### config.mk
export PLATFORM = sky130hd
export DESIGN_NAME = bin_to_bcd_seq_flat
export DESIGN_NICKNAME = d
export VERILOG_FILES = /design/src/rtl/bin_to_bcd_seq_if.sv /design/src/rtl/bin_to_bcd_seq.sv /design/src/flat_wrapper.sv
export SDC_FILE = /design/constraint.sdc
export NUM_CORES = 1
export LEC_CHECK = 0
export BUFFER_PORTS_ARGS = -buffer_cell sky130_fd_sc_hd__buf_4
export CORE_MARGIN = 1
export CORE_UTILIZATION = 38
export DETAILED_ROUTE_END_ITERATION = 6
export PLACE_DENSITY = 0.68
export SLEW_MARGIN = 10
export SYNTH_ARGS = -nofsm -noshare
export SYNTH_HDL_FRONTEND = slang
export SYNTH_SLANG_ARGS = --single-unit
### constraint.sdc
create_clock -name clk -period 2.85 [get_ports clk]
set_input_delay 0.855 -clock clk [delete_from_list [all_inputs] [get_ports clk]]
set_output_delay 0.855 -clock clk [all_outputs]
set_load 0.03 [all_outputs]
### src/rtl/bin_to_bcd_seq_if.sv
`default_nettype none
// +----------------------------------------------------------------------+
// | bin_to_bcd_seq_if : request / result bundle of the BCD converter     |
// | Rev 1.0                                                              |
// +----------------------------------------------------------------------+
interface bin_to_bcd_seq_if #(
  parameter int WIDTH  = 16,
  parameter int DIGITS = 5
);
  logic [WIDTH-1:0]    bin_in;
  logic                in_valid;
  logic                in_ready;
  logic [4*DIGITS-1:0] bcd_out;
  logic                out_valid;
  logic                busy;

  modport master (
    output bin_in, in_valid,
    input  in_ready, bcd_out, out_valid, busy
  );

  modport slave (
    input  bin_in, in_valid,
    output in_ready, bcd_out, out_valid, busy
  );
endinterface
`default_nettype wire

### src/rtl/bin_to_bcd_seq.sv
`default_nettype none
// +----------------------------------------------------------------------+
// | bin_to_bcd_seq : one-bit-per-clock double-dabble binary to BCD       |
// | Rev 1.0                                                              |
// +----------------------------------------------------------------------+
module bin_to_bcd_seq #(
  parameter int WIDTH  = 16,
  parameter int DIGITS = 5
) (
  input  wire logic        clk,
  input  wire logic        rstn,
  bin_to_bcd_seq_if.slave  bus
);

  localparam int c_BCD_W = 4 * DIGITS;
  localparam int c_CNT_W = (WIDTH > 1) ? $clog2(WIDTH) : 1;

  localparam logic [1:0] S_IDLE  = 2'd0;
  localparam logic [1:0] S_SHIFT = 2'd1;
  localparam logic [1:0] S_DONE  = 2'd2;

  logic [1:0]         r_state;
  logic [1:0]         w_next;
  logic               w_in_ready;
  logic               w_busy;
  logic               w_load;
  logic               w_last;

  logic [WIDTH-1:0]   r_bin;
  logic [c_BCD_W-1:0] r_scratch;
  logic [c_BCD_W-1:0] w_adj;
  logic [c_CNT_W-1:0] r_cnt;
  logic [c_BCD_W-1:0] r_bcd;
  logic               r_out_valid;

  assign w_last = (r_cnt == '0);

  // State register
  always_ff @(posedge clk or negedge rstn) begin
    if (!rstn) r_state <= S_IDLE;
    else       r_state <= w_next;
  end

  // Next-state logic
  always_comb begin
    w_next = r_state;
    case (r_state)
      S_IDLE:  if (bus.in_valid) w_next = S_SHIFT;
      S_SHIFT: if (w_last)       w_next = S_DONE;
      S_DONE:                    w_next = S_IDLE;
      default:                   w_next = S_IDLE;
    endcase
  end

  // Output decode
  always_comb begin
    w_in_ready = 1'b0;
    w_busy     = 1'b1;
    w_load     = 1'b0;
    if (r_state == S_IDLE) begin
      w_in_ready = 1'b1;
      w_busy     = 1'b0;
      w_load     = bus.in_valid;
    end
  end

  // Add-3 correction on pre-shift digits; a digit tops out at 12, so no carry
  for (genvar k = 0; k < DIGITS; k++) begin : g_digit
    assign w_adj[4*k +: 4] = (r_scratch[4*k +: 4] >= 4'd5) ? r_scratch[4*k +: 4] + 4'd3
                                                           : r_scratch[4*k +: 4];
  end

  always_ff @(posedge clk or negedge rstn) begin
    if (!rstn) begin
      r_bin       <= '0;
      r_scratch   <= '0;
      r_cnt       <= '0;
      r_bcd       <= '0;
      r_out_valid <= 1'b0;
    end else begin
      r_out_valid <= (r_state == S_DONE);
      if (w_load) begin
        r_bin     <= bus.bin_in;
        r_scratch <= '0;
        r_cnt     <= c_CNT_W'(WIDTH - 1);
      end else if (r_state == S_SHIFT) begin
        // Top digit's MSB is always zero when 10^DIGITS covers the input range
        r_scratch <= c_BCD_W'({w_adj, r_bin[WIDTH-1]});
        r_bin     <= {r_bin[WIDTH-2:0], 1'b0};
        r_cnt     <= r_cnt - c_CNT_W'(1);
      end
      if (r_state == S_DONE) r_bcd <= r_scratch;
    end
  end

  assign bus.in_ready  = w_in_ready;
  assign bus.busy      = w_busy;
  assign bus.bcd_out   = r_bcd;
  assign bus.out_valid = r_out_valid;

endmodule
`default_nettype wire

### src/flat_wrapper.sv
// flat-port wrapper written by rule: the top's interface ports become plain ports
module bin_to_bcd_seq_flat 
#(
  parameter int WIDTH  = 16,
  parameter int DIGITS = 5
)
  (clk, rstn, bus_bin_in, bus_in_valid, bus_in_ready, bus_bcd_out, bus_out_valid, bus_busy);
  bin_to_bcd_seq_if #(.WIDTH(WIDTH), .DIGITS(DIGITS)) bus_i ();
  input  wire logic clk;
  input  wire logic rstn;
  input wire logic [$bits(bus_i.bin_in)-1:0] bus_bin_in;
  input wire logic [$bits(bus_i.in_valid)-1:0] bus_in_valid;
  output wire logic [$bits(bus_i.in_ready)-1:0] bus_in_ready;
  output wire logic [$bits(bus_i.bcd_out)-1:0] bus_bcd_out;
  output wire logic [$bits(bus_i.out_valid)-1:0] bus_out_valid;
  output wire logic [$bits(bus_i.busy)-1:0] bus_busy;
  assign bus_i.bin_in = bus_bin_in;
  assign bus_i.in_valid = bus_in_valid;
  assign bus_in_ready = bus_i.in_ready;
  assign bus_bcd_out = bus_i.bcd_out;
  assign bus_out_valid = bus_i.out_valid;
  assign bus_busy = bus_i.busy;
  bin_to_bcd_seq #(.WIDTH(WIDTH), .DIGITS(DIGITS)) u_core (.clk(clk), .rstn(rstn), .bus(bus_i));
endmodule
==> out/metrics.yaml, run 1 <==
floorplanning:
  die_height_um: 89.9
  die_area_um2: 8080
  core_um2: 7370
  die_x_um: 89.9
  start_util: 0.398
  rows: 31
  boundaryPins: 42
synth:
  synthFlopType: "dfrtp_1"
  synthCells: 289
  syn-cell-area_um2: 2940
  synth_seq_area_share: 0.537
  async_flop_share: 1.00
  synth_edf_count: 0
  syn_nets: 319
  avgSynthCellArea_um2: 10.2
  ys_types: 29
  synth_warnings: 0
  ys_ff_latch: 63
global_routing:
  grt.total_usage: 0.156
  antenna_found_initial: 0
  grt_pass1_vias: 2194
  grt_max_degree: 64
  grt_overflow: 0
  grt_pass1_wl_mm: 10.1
timing:
  finalHoldViolations: 0
  post-route-period-util: 0.843
  timing.final.crit_period_ns: 2.40
  fin_setup_tns_ns: 0
  rsz0062_at_grt: "false"
  clock_skew_ns: 0.00693
  tightest_slew_ns: 1.03
  fmax_mhz: 416
  maxSlewViolCount: 0
  setup_viol: 0
  relSlewSlack: 0.314
clocking:
  cts_buffer_depth: 2
  cts_tree: "done"
  cts.sinks: 63
  h-tree-depth: 3
  insertion_delay_ns: 0.33
  clkTransAtPathRegs_ns: 0.06
  cts_made_buffers: 9
  cts-root-buf: "clkbuf_8"
  post_cts_buffers: 0
  post_cts_resize_count: 0
  cts_hold_buf: 0
job:
  cap_violations: 0
detailed_routing:
  drt_wl_total_mm: 5.76
  dr_total_vias: 2267
  dr.pass1.iters: 4
  drt_iter0_markers: 139
  ant_nets: 0
  drc: 0
  viasPerCell: 5.27
  wl_per_cell_um: 13.4
setup_path:
  timing.rr.start: "u_core.r_state[0]"
  crit_fanout: 25
  ff2ff_path_depth: 3
  reg2reg_slack_ns: 0.81
  crit_required_ns: 2.00
  start_kind: "flip-flop"
  startpoint: "u_core.r_state[0]"
  criticalPathCategory: "flip-flop to primary output"
  worst_ep_arrival_time_ns: 1.55
  reg2reg_to: "u_core.r_bin[5]"
  end_kind: "primary output"
  crit_path_end: "bus_busy"
finish:
  syn2layout_area_growth_pct: 18.1
  drive_gt1_frac: 0.178
  final_nets: 358
  n_antenna_cell: 0
  fin_area_um2: 3470
power:
  vdd_ir_drop_max_uv: 455
  p_leak_nw: 1.59
  power.density_nw_per_um2: 1040
placement:
  place_area_um2: 3300
  io_buffer_count: 41
  place.gp.congestion: 0.785
  dp_hpwl_mm: 3.87
hold_path:
  hold_class: "flip-flop to flip-flop"
status:
  status: "finished clean"
sequential cells by signal, summed over array words and instances (netlist names):
register	cells
u_core.bus.out_valid	1
u_core.r_cnt	4
u_core.r_scratch	20
u_core.bus.bcd_out	20
u_core.r_state	2
u_core.r_bin	16
cell families (layout without fill, tap and decap cells):
group,after synthesis,after routing,share of synthesized area
XOR/XNOR,4,4,0.0119
flip-flops,63,63,0.537
adder cells (fa/ha/maj),11,11,0.0469
AO/OA/AOI/OAI,103,103,0.242
buffers and inverters,43,85,0.0665
multiplexers,1,1,0.00341
AND/OR/NAND/NOR,64,64,0.0929
power by group:
part           internal [W]  switching, W  total, W
clock network      0.000353      0.000302  0.000655
logic              0.000619      0.000878   0.00150
registers           0.00123      0.000230   0.00146
placed cells by master, fill, tap and decap left out, types with 2 or more instances in the layout:
cell type  count
o21ai_0       42
inv_1         25
ha_1          11
o311ai_1       5
o21a_1         5
o2111ai_1     10
a21oi_1        2
xnor2_1        4
nor2_1         4
clkbuf_8      11
nand2_1       47
dfrtp_1       63
clkbuf_1       2
a22oi_1       16
o221ai_1       5
o31ai_1        5
o32ai_1        4
a32o_1         6
buf_4         46
nor2b_1        7
nand2b_1       3
worst min path at each step:
stage / start / to / slack, ns / cells after the start
finish: u_core.bus.bcd_out[16] / u_core.bus.bcd_out[16] / 0.48 / 2
detailed placement: u_core.r_bin[2] / u_core.r_bin[2] / 0.47 / 2
global placement: u_core.r_bin[2] / u_core.r_bin[2] / 0.46 / 2
global route: u_core.r_bin[15] / u_core.r_bin[15] / 0.50 / 2
CTS: u_core.r_bin[2] / u_core.r_bin[2] / 0.49 / 2
floorplan: u_core.r_bin[15] / u_core.r_bin[15] / 0.45 / 2
layer usage:
layer | wire length, um | part of all wire | track usage | vias to the layer above
met5 | 0 | 0 | 0 | -
met4 | 66 | 0.011 | 0.0538 | 0
met3 | 320 | 0.056 | 0.0457 | 9
met2 | 2660 | 0.46 | 0.245 | 62
met1 | 2710 | 0.47 | 0.206 | 1092
li1 | - | - | - | 1104
layout make-up:
cell class | count | area [um^2]
Fill cell | 713 | 3900
Clock inverter | 1 | 5.00
Tap cell | 99 | 124
Timing Repair Buffer | 46 | 345
Clock buffer | 13 | 159
Sequential cell | 63 | 1580
Inverter | 25 | 93.8
Multi-Input combinational cell | 183 | 1160
synthesized netlist by cell type, types with 2 or more instances:
cell | n | area, um^2
o221ai_1 | 5 | 43.8
a22oi_1 | 16 | 120
o32ai_1 | 4 | 35.0
ha_1 | 11 | 138
o31ai_1 | 5 | 37.5
buf_4 | 6 | 45.0
inv_1 | 25 | 93.8
nand2b_1 | 3 | 18.8
xnor2_1 | 4 | 35.0
buf_2 | 8 | 40.0
nor2b_1 | 7 | 43.8
a21oi_1 | 2 | 10.0
o2111ai_1 | 10 | 87.6
nor2_1 | 4 | 15.0
o21a_1 | 5 | 37.5
o21ai_0 | 42 | 210
clkbuf_1 | 3 | 11.3
o311ai_1 | 5 | 43.8
dfrtp_1 | 63 | 1580
a32o_1 | 6 | 60.1
nand2_1 | 47 | 176
per-stage QoR:
| step | cells | hold slack [ns] | setup WS, ns | util | total power (W) |
|---|---|---|---|---|---|
| after floorplan | 289 | 0.450 | 0.524 | - | 0.00254 |
| after global placement | 416 | 0.461 | 0.669 | 0.448 | 0.00291 |
| after detailed placement | 416 | 0.471 | 0.603 | 0.448 | 0.00298 |
| after CTS | 430 | 0.486 | 0.445 | 0.471 | 0.00365 |
| after global routing | 430 | 0.497 | 0.329 | 0.471 | 0.00390 |
| final | 430 | 0.475 | 0.447 | 0.471 | 0.00361 |
worst max-delay path: stages, from the launching register on:
cell and delay (ns):
dfrtp_1 0.84, nor2_1 0.14, inv_1 0.08, buf_4 0.15
No activity file was read; power rests on OpenSTA's default activity.
==> run 2, diff against run 1 <==
- ABC_AREA: default -> 1
- clock period: 2.85 -> 2.49 ns (I/O delays scaled with it)
==> run 2 against run 1 <==
Register-to-register slack improved by 0.15 ns. Non-clock buffer count fell by 4. Sequential cell count did not move. Global-route usage fell by 0.61 points. Worst hold slack improved by 0.0020 ns. Core utilization rose by 0.43 points. Power rose by 30%.
==> out/metrics.yaml, run 2 <==
finish:
  drive_gt1_frac: 0.163  # was 0.178
  final_cell_mix: "134 x nand2_1, 63 x dfrtp_1, 44 x nand3_1"  # was 63 x dfrtp_1, 47 x nand2_1, 46 x buf_4
  final_util: 0.475  # was 0.471
  num-fill-cells: 764  # was 713
  final_nets: 435  # was 358
  final_common_cell: "nand2_1"  # was dfrtp_1
  syn2layout_area_growth_pct: 18.3  # was 18.1%
  n_antenna_cell: 0  # unchanged
clocking:
  cts_tree: "done"  # unchanged
  cts-root-buf: "clkbuf_8"  # unchanged
  cts_made_buffers: 9  # unchanged
  cts_hold_buf: 0  # unchanged
  cts.sinks: 63  # unchanged
  clkTransAtPathRegs_ns: 0.07  # was 0.06 ns
  h-tree-depth: 3  # unchanged
  post_cts_buffers: 0  # unchanged
  insertion_delay_ns: 0.34  # was 0.33 ns
  cts_buffer_depth: 2  # unchanged
  post_cts_resize_count: 0  # unchanged
timing:
  relSlewSlack: 0.477  # was 0.314
  fmax_mhz: 529
  post-route-period-util: 0.759
  timing.final.crit_period_ns: 1.89
  fin_setup_tns_ns: 0  # unchanged
  rsz0062_at_grt: "false"  # unchanged
  maxSlewViolCount: 0  # unchanged
  tightest_slew_ns: 0.784  # was 1.03 ns
  clock_skew_ns: 0.00736  # was 0.00693 ns
  setup_viol: 0  # unchanged
  finalHoldViolations: 0  # unchanged
synth:
  async_flop_share: 1.00  # unchanged
  synthCells: 364  # was 289
  synthFlopType: "dfrtp_1"  # unchanged
  synth_seq_area_share: 0.527  # was 0.537
  avgSynthCellArea_um2: 8.22  # was 10.2 um^2
  ys_types: 17  # was 29
  syn-cell-area_um2: 2990  # was 2940 um^2
  synth_warnings: 0  # unchanged
  synth_top_area_share: 0.527  # was 0.537
  synth_top_area_cell: "dfrtp_1"  # unchanged
  synth_most_common_cell: "nand2_1"  # was dfrtp_1
  ys_ff_latch: 63  # unchanged
  synth_commonest_cells: "134 x nand2_1, 63 x dfrtp_1, 44 x nand3_1"  # was 63 x dfrtp_1, 47 x nand2_1, 42 x o21ai_0
  synth_edf_count: 0  # unchanged
  syn_nets: 394  # was 319
  ys_top_cells_by_area: "dfrtp_1 53%, nand2_1 17%, nand3_1 7.4%"  # was dfrtp_1 54%, o21ai_0 7.2%, nand2_1 6.0%
placement:
  place.gp.congestion: 0.780  # was 0.785
  dp_hpwl_mm: 3.85  # was 3.87 mm
  io_buffer_count: 41  # unchanged
power:
  p_total_w: 0.00467  # was 0.00361 W
  p_leak_nw: 1.86  # was 1.59 nW
  vdd_ir_drop_max_uv: 798  # was 455 uV
  power.density_nw_per_um2: 1320  # was 1040 nW/um^2
detailed_routing:
  drc: 0  # unchanged
  ant_nets: 0  # unchanged
  dr_total_vias: 2445  # was 2267
  dr.pass1.iters: 4  # unchanged
  drt_iter0_markers: 121  # was 139
  wl_per_cell_um: 11.3  # was 13.4 um
  drt_wl_total_mm: 5.73  # was 5.76 mm
  viasPerCell: 4.80  # was 5.27
status:
  status: "finished clean"  # unchanged
setup_path:
  reg2reg_slack_ns: 0.96  # was 0.81 ns
  ff2ff_path_depth: 6  # was 3
  crit_chain: "nor2_2, inv_1, buf_4"  # was nor2_1, inv_1, buf_4
  end_kind: "primary output"  # unchanged
  slowest_stage: "dfrtp_1"  # unchanged
  cp_num_buf_inv: 2  # unchanged
  crit_fanout: 4  # was 25
  worst_ep_arrival_time_ns: 1.14  # was 1.55 ns
  crit_family: "flip-flops"  # unchanged
  path_depth: 3  # unchanged
  criticalPathCategory: "flip-flop to primary output"  # unchanged
  start_kind: "flip-flop"  # unchanged
  crit_required_ns: 1.74  # was 2.00 ns
  critPathMaxStageDelay_ns: 0.44  # was 0.84 ns
floorplanning:
  die_height_um: 90.7  # was 89.9 um
  core_um2: 7450  # was 7370 um^2
  rows: 31  # unchanged
  die_area_um2: 8230  # was 8080 um^2
  start_util: 0.402  # was 0.398
  die_x_um: 90.7  # was 89.9 um
  boundaryPins: 42  # unchanged
global_routing:
  grt_overflow: 0  # unchanged
  grt_max_degree: 64  # unchanged
  grt_pass1_wl_mm: 9.94  # was 10.1 mm
  grt_pass1_vias: 2236  # was 2194
  grt.total_usage: 0.150  # was 0.156
  antenna_found_initial: 0  # unchanged
job:
  cap_violations: 0  # unchanged
hold_path:
  hold_class: "input pin to async pin"  # was flip-flop to flip-flop
## run 2: changes by cell type in the layout (fill, tap and decap cells not counted), sizes merged, moves of 6 or more
cell	before	now
nand4	0	11
nand2	47	136
nand3	0	44
o2111ai	10	0
a22oi	16	0
inv	25	40
a32o	6	0
nor2b	7	0
## run 2: area by class of cell
type | instances | area [um^2] | share of cell area
sequential | 63 | 1580 | 0.446
timing repair buffer | 42 | 315 | 0.0891
clock buffer | 12 | 155 | 0.0439
tap | 99 | 124 | 0.0350
inverter | 40 | 150 | 0.0424
multi-input combinational | 249 | 1200 | 0.338
clock inverter | 4 | 20.0 | 0.00566
## run 2: final timing paths
check | end | from
min in group clk | u_core.r_scratch[17] | u_core.r_scratch[17]
min reg2reg | u_core.r_scratch[17] | u_core.r_scratch[17]
max | bus_busy | u_core.r_state[0]
max in group asynchronous | u_core.r_scratch[8] | rstn
max reg2reg | u_core.r_cnt[3] | u_core.r_state[1]
min | u_core.r_bin[8] | rstn
## run 2: stage by stage
step	cells	setup slack, ns	instance area, um^2	hold WS (ns)
2_1_floorplan	364	0.753	2990	0.449
3_3_place_gp	493	0.881	3360	0.462
3_5_place_dp	493	0.823	3360	0.470
4_1_cts	509	0.574	3540	0.485
5_1_grt	509	0.506	3540	0.508
6_report	509	0.600	3540	0.477
## run 2: layer usage
metal,global-route usage,vias to the layer above,part of all wire
met5,0,-,0
met4,0.0403,0,0.013
met3,0.0513,8,0.049
met2,0.241,61,0.45
met1,0.191,1119,0.49
li1,-,1257,-
## run 2: report_power, final
| part | internal [W] | switching (W) |
|---|---|---|
| Clock | 0.000409 | 0.000371 |
| Combinational | 0.000768 | 0.00136 |
| Sequential | 0.00147 | 0.000297 |
| Total | 0.00265 | 0.00203 |
## run 2: cells by family after synthesis
kind of cell / synth area share
compound gates: 0.0770
flops: 0.527
buf+inv: 0.0741
fa+ha+maj: 0.0460
simple gates: 0.276
